### src/rtl/sync_fifo_pkg.sv
// ============================================================================
// sync_fifo_pkg : shared access-mode encoding and sizing helper for the FIFO
// Revision 1.0
// ============================================================================
`default_nettype none

package sync_fifo_pkg;

    // Access mode is {write accepted, read accepted}
    typedef enum logic [1:0] {
        ACC_IDLE = 2'b00,
        READ     = 2'b01,
        WRITE    = 2'b10,
        BOTH     = 2'b11
    } access_e;

    function automatic int cnt_width(input int depth);
        return $clog2(depth) + 1;
    endfunction

endpackage

`default_nettype wire

### src/rtl/sync_fifo_ram.sv
// ============================================================================
// sync_fifo_ram : 1W/1R storage; async read (FWFT) or registered read port
// Revision 1.0
// ============================================================================
`default_nettype none

module sync_fifo_ram #(
    parameter int DATA_WIDTH = 32,
    parameter int FIFO_DEPTH = 32,
    parameter int FWFT       = 1
) (
    input  logic                          clk_i,
    input  logic                          rst_i,
    input  logic                          we_i,
    input  logic [$clog2(FIFO_DEPTH)-1:0] waddr_i,
    input  logic [DATA_WIDTH-1:0]         wdata_i,
    input  logic                          re_i,
    input  logic [$clog2(FIFO_DEPTH)-1:0] raddr_i,
    output logic [DATA_WIDTH-1:0]         rdata_o
);

    logic [DATA_WIDTH-1:0] mem [FIFO_DEPTH];

    always_ff @(posedge clk_i) begin
        if (we_i) begin
            mem[waddr_i] <= wdata_i;
        end
    end

    generate
        if (FWFT != 0) begin : g_async_read
            logic w_unused_ok;
            assign w_unused_ok = rst_i & re_i;
            assign rdata_o     = mem[raddr_i];
        end else begin : g_reg_read
            logic [DATA_WIDTH-1:0] rdata_q;
            always_ff @(posedge clk_i or posedge rst_i) begin
                if (rst_i) begin
                    rdata_q <= '0;
                end else if (re_i) begin
                    rdata_q <= mem[raddr_i];
                end
            end
            assign rdata_o = rdata_q;
        end
    endgenerate

endmodule

`default_nettype wire

### src/rtl/sync_fifo_flagged.sv
// ============================================================================
// sync_fifo_flagged : single-clock FIFO with occupancy count, threshold flags
//                     and sticky overflow/underflow indicators
// Revision 1.0
// ============================================================================
`default_nettype none

module sync_fifo_flagged
    import sync_fifo_pkg::*;
#(
    parameter int DATA_WIDTH = 32,
    parameter int FIFO_DEPTH = 32,
    parameter int FWFT       = 1,
    parameter int AFULL_THR  = FIFO_DEPTH - 2,
    parameter int AEMPTY_THR = 2
) (
    input  logic                                clk_i,
    input  logic                                rst_i,
    input  logic                                clear_i,
    input  logic                                write_i,
    input  logic [DATA_WIDTH-1:0]               wr_data_i,
    input  logic                                read_i,
    output logic [DATA_WIDTH-1:0]               rd_data_o,
    output logic                                rd_valid_o,
    output logic                                full_o,
    output logic                                empty_o,
    output logic                                almost_full_o,
    output logic                                almost_empty_o,
    output logic [cnt_width(FIFO_DEPTH)-1:0]    count_o,
    output logic                                overflow_o,
    output logic                                underflow_o
);

    localparam int AW = $clog2(FIFO_DEPTH);
    localparam int CW = cnt_width(FIFO_DEPTH);

    localparam logic [CW-1:0] c_depth      = CW'(FIFO_DEPTH);
    localparam logic [CW-1:0] c_afull_thr  = CW'(AFULL_THR);
    localparam logic [CW-1:0] c_aempty_thr = CW'(AEMPTY_THR);

    logic [AW-1:0] wr_ptr_q, wr_ptr_d;
    logic [AW-1:0] rd_ptr_q, rd_ptr_d;
    logic [CW-1:0] count_q,  count_d;
    logic          ovf_q,    ovf_d;
    logic          unf_q,    unf_d;

    logic          w_full;
    logic          w_empty;
    logic          w_wr_acc;
    logic          w_rd_acc;
    access_e       w_access;

    // Flags come only from the registered count: no input-to-output paths
    assign w_full   = (count_q == c_depth);
    assign w_empty  = (count_q == '0);
    assign w_wr_acc = write_i & ~w_full  & ~clear_i;
    assign w_rd_acc = read_i  & ~w_empty & ~clear_i;
    assign w_access = access_e'({w_wr_acc, w_rd_acc});

    always_comb begin
        wr_ptr_d = wr_ptr_q;
        rd_ptr_d = rd_ptr_q;
        count_d  = count_q;
        ovf_d    = ovf_q;
        unf_d    = unf_q;
        if (clear_i) begin
            wr_ptr_d = '0;
            rd_ptr_d = '0;
            count_d  = '0;
            ovf_d    = 1'b0;
            unf_d    = 1'b0;
        end else begin
            ovf_d = ovf_q | (write_i & w_full);
            unf_d = unf_q | (read_i  & w_empty);
            case (w_access)
                WRITE: begin
                    wr_ptr_d = wr_ptr_q + AW'(1);
                    count_d  = count_q + CW'(1);
                end
                READ: begin
                    rd_ptr_d = rd_ptr_q + AW'(1);
                    count_d  = count_q - CW'(1);
                end
                BOTH: begin
                    wr_ptr_d = wr_ptr_q + AW'(1);
                    rd_ptr_d = rd_ptr_q + AW'(1);
                end
                default: ;
            endcase
        end
    end

    always_ff @(posedge clk_i or posedge rst_i) begin
        if (rst_i) begin
            wr_ptr_q <= '0;
            rd_ptr_q <= '0;
            count_q  <= '0;
            ovf_q    <= 1'b0;
            unf_q    <= 1'b0;
        end else begin
            wr_ptr_q <= wr_ptr_d;
            rd_ptr_q <= rd_ptr_d;
            count_q  <= count_d;
            ovf_q    <= ovf_d;
            unf_q    <= unf_d;
        end
    end

    sync_fifo_ram #(
        .DATA_WIDTH (DATA_WIDTH),
        .FIFO_DEPTH (FIFO_DEPTH),
        .FWFT       (FWFT)
    ) u_ram (
        .clk_i   (clk_i),
        .rst_i   (rst_i),
        .we_i    (w_wr_acc),
        .waddr_i (wr_ptr_q),
        .wdata_i (wr_data_i),
        .re_i    (w_rd_acc),
        .raddr_i (rd_ptr_q),
        .rdata_o (rd_data_o)
    );

    generate
        if (FWFT != 0) begin : g_fwft_valid
            assign rd_valid_o = ~w_empty;
        end else begin : g_reg_valid
            logic rd_valid_q;
            always_ff @(posedge clk_i or posedge rst_i) begin
                if (rst_i) begin
                    rd_valid_q <= 1'b0;
                end else begin
                    rd_valid_q <= w_rd_acc;
                end
            end
            assign rd_valid_o = rd_valid_q;
        end
    endgenerate

    assign full_o         = w_full;
    assign empty_o        = w_empty;
    assign almost_full_o  = (count_q >= c_afull_thr);
    assign almost_empty_o = (count_q <= c_aempty_thr);
    assign count_o        = count_q;
    assign overflow_o     = ovf_q;
    assign underflow_o    = unf_q;

endmodule

`default_nettype wire
### config.mk
export PLATFORM = sky130hd
export DESIGN_NAME = sync_fifo_flagged
export DESIGN_NICKNAME = d
export VERILOG_FILES = /design/src/rtl/sync_fifo_pkg.sv /design/src/rtl/sync_fifo_ram.sv /design/src/rtl/sync_fifo_flagged.sv
export SDC_FILE = /design/constraint.sdc
export NUM_CORES = 1
export LEC_CHECK = 0
export BUFFER_PORTS_ARGS = -buffer_cell sky130_fd_sc_hd__buf_2
export CAP_MARGIN = 25
export CORE_ASPECT_RATIO = 1.75
export CORE_UTILIZATION = 44
export DETAILED_ROUTE_END_ITERATION = 6
export GPL_ROUTABILITY_DRIVEN = 0
export HOLD_SLACK_MARGIN = 0.02
export MAX_ROUTING_LAYER = met4
export PLACE_DENSITY = 0.56
export SLEW_MARGIN = 20
export SYNTH_ARGS = -nofsm -noshare
export SYNTH_HDL_FRONTEND = slang
export SYNTH_SLANG_ARGS = --single-unit
### constraint.sdc
create_clock -name clk_i -period 4.7 [get_ports clk_i]
set_clock_uncertainty 0.15 [all_clocks]
set_input_delay 0.235 -clock clk_i [delete_from_list [all_inputs] [get_ports clk_i]]
set_output_delay 0.235 -clock clk_i [all_outputs]
set_load 0.01 [all_outputs]
==> impl_metrics.py <==
metrics = {
    "status": {
        "status": "completed",
    },
    "floorplanning": {
        "fp.dieArea_um2": 92400,
        "die_y_um": 401,
        "die_w_um": 230,
        "start_util_pct": 44.4,
        "num_rows": 146,
        "io_pins": 82,
        "coreArea_um2": 90400,
    },
    "global_route": {
        "grt.total_usage_pct": 22.0,
        "grt_max_degree": 77,
        "grt_pass1_wl_mm": 139,
        "antenna_found_initial": 0,
        "grt_overflow": 0,
        "first_global_vias": 19400,
    },
    "drt": {
        "wl_mm": 96.1,
        "drt_first_pass_iters": 7,
        "wl_per_cell_um": 31.2,
        "ant_nets": 0,
        "vias_per_cell": 5.80,
        "vias": 17900,
        "remaining_drc_errors": 0,
        "drtIter0Drc": 1443,
    },
    "power": {
        "powerDensity_nw_per_um2": 483,
        "peakVddDrop_mv": 0.281,
        "total_power_mw": 22.2,
        "p_leak_nw": 13.9,
    },
    "logic_synthesis": {
        "async_flop_share_pct": 1.73,
        "syn_area_um2": 40100,
        "synthSimpleGateAreaFrac_pct": 1.19,
        "ys_warn_count": 0,
        "synth_compound_area_share_pct": 0.393,
        "yosysTopAreaCellShare_pct": 76.6,
        "synth_seq_cells": 1042,
        "synth_fa_ha_area_share_pct": 0.249,
        "synth-xor-area-share_pct": 0.240,
        "synth.avg_cell_area_um2": 24.5,
        "synth_mux_area_share_pct": 19.0,
        "synthCells": 1636,
        "ys.flop_type": "edfxtp_1",
        "synth_area_leaders": "edfxtp_1 77%, mux4_2 18%, dfrtp_1 1.1%",
        "synth_fp_nets": 1681,
        "synth_seq_area_share_pct": 77.8,
        "yosys.area.top_type": "edfxtp_1",
        "synth_top_family_by_area": "multiplexers",
        "synth_edf_count": 1024,
        "yosysUniqueCellTypes": 44,
    },
    "setup_path": {
        "cp.arrival_ns": 3.69,
        "worstPathRequired_ns": 4.32,
        "cp_max_fo": 35,
        "worstSetupEndpointType": "output pin",
        "path_class": "flop to output pin",
        "startpoint_type": "flop",
    },
    "placed_design": {
        "dp_hpwl_mm": 54.6,
        "place_ws_ns": 1.08,
        "port_buffers": 81,
    },
    "clocking": {
        "h-tree-depth": 3,
        "cts_sinks": 1042,
        "root_buffer": "clkbuf_16",
        "path_clk_slew_ns": 0.07,
        "worstSkewPairLatency_ns": 0.67,
        "cts_buffer_depth": 3,
        "postCtsSetupBuffers": 0,
        "hold_buffers": 38,
        "cts_resized": 0,
        "cts_tree": "done",
        "cts_buffers": 91,
    },
    "finish": {
        "drive_above_1_share_pct": 35.0,
        "fin_util_pct": 50.7,
        "multi_input_area_um2": 8690,
        "num-fill-cells": 7080,
        "area_delta_synth_final_pct": 14.3,
        "seqCellArea_um2": 31200,
        "fin_nets": 1874,
        "antenna_cells": 0,
    },
    "sta": {
        "fmax_ghz": 0.245,
        "drv_slew": 0,
        "worst_pin_slew_ns": 0.906,
        "fin_crit_sh_pct": 86.7,
        "slew_headroom_pct": 39.6,
        "rsz0062_at_grt": "no",
        "fin_ws_ns": 0.625,
        "setup_violations": 0,
        "final_hold_viol_count": 0,
        "fin_crit_ns": 4.07,
        "tns_ns": 0,
    },
    "flow_run": {
        "cap_violations": 0,
    },
    "min_path": {
        "hold_class": "input pin to asynchronous set/reset pin",
    },
}
-- cells in the mapped netlist, drive strengths merged, types with 2 or more instances --
cell type / instances
nor2b: 5
nand2: 12
nand3: 6
buf: 49
o21ai: 4
mux4: 320
nand4: 3
ha: 8
a21oi: 6
xnor2: 2
mux2i: 3
or3b: 3
a211oi: 2
edfxtp: 1024
or3: 2
o211ai: 2
inv: 7
xor2: 9
nor2: 54
nand3b: 3
dfrtp: 18
nor3: 3
mux2: 34
and3: 3
clkbuf: 38
-- kinds of logic after synthesis --
group,after synthesis
AOI/OAI and AO/OA,23
xor gates and xnor gates,11
adders and majority gates,8
buffers and inverters,94
DFF,1042
muxes,357
and+or+nand+nor,101
-- layer usage --
layer | part of all wire, % | track usage, % | wire length [um]
met5 | 0 | - | 0
met4 | 2.5 | 7.10 | 2400
met3 | 3.5 | 2.55 | 3380
met2 | 56 | 38.9 | 53600
met1 | 38 | 26.2 | 36700
-- power breakdown --
part | leakage (nW) | total, mW | internal (mW) | switching [mW]
clock | 1.38 | 7.32 | 4.04 | 3.28
sequential | 9.45 | 10.5 | 10.3 | 0.205
combinational | 3.09 | 4.34 | 2.31 | 2.04
-- placed cells by master (no fill, tap or decap), types with 4 or more instances in the layout --
cell type	Yosys	final
edfxtp_1	1024	1024
mux4_2	320	320
clkbuf_16	0	94
buf_2	5	81
buf_4	20	44
dlygate4sd3_1	0	38
mux2_2	34	34
nor2_4	0	32
buf_12	0	23
nor2_1	54	22
clkinv_1	0	22
clkbuf_1	38	21
dfrtp_1	18	13
nand2_1	12	12
clkinv_2	0	11
xor2_1	9	9
ha_1	8	8
inv_1	7	7
bufinv_16	0	7
a21oi_1	6	6
nand3_1	6	6
nor2b_1	5	5
o21ai_0	4	4
dfrtp_4	0	4
-- cell type report --
class	count	area share [%]
tap	1184	3.23
inverter	7	0.0573
clock buffer	115	5.30
clock inverter	47	0.900
timing repair buffer	187	3.50
sequential	1042	68.1
multi-input combinational	500	18.9
-- flip-flops by register name (all words and copies together) (netlist names) --
name and cells:
u_ram.mem 1024, count_o 6, rd_ptr_q 5, wr_ptr_q 5
overflow_o 1, underflow_o 1
-- worst max-delay path, cell delays in order (launching register included) --
cell,delay (ns)
dfrtp_4,0.97
buf_4,0.47
mux4_2,0.55
mux4_2,0.54
mux2_2,0.32
buf_2,0.14
-- path summary, 6_finish.rpt --
kind,to,slack (ns),cells past startpoint,start
max in group asynchronous,rd_ptr_q[3],3.65,3,rst_i
max reg2reg,u_ram.mem[4][12],1.09,5,count_o[0]
min in group clk_i,underflow_o,0.39,2,underflow_o
min,wr_ptr_q[2],0.15,3,rst_i
min reg2reg,underflow_o,0.39,2,underflow_o
max,rd_data_o[2],0.63,5,rd_ptr_q[0]
-- per-stage QoR --
| step | std cells | instance area [um^2] | hold slack (ns) |
|---|---|---|---|
| 3_5_place_dp | 2882 | 42600 | 0.333 |
| 3_3_place_gp | 2881 | 42600 | 0.315 |
| 6_report | 3082 | 45900 | 0.148 |
| 4_1_cts | 3082 | 45900 | 0.162 |
| 2_1_floorplan | 1636 | 40100 | 0.0236 |
| 5_1_grt | 3082 | 45900 | 0.210 |
Note: power is estimated with default switching activity, not from simulation.
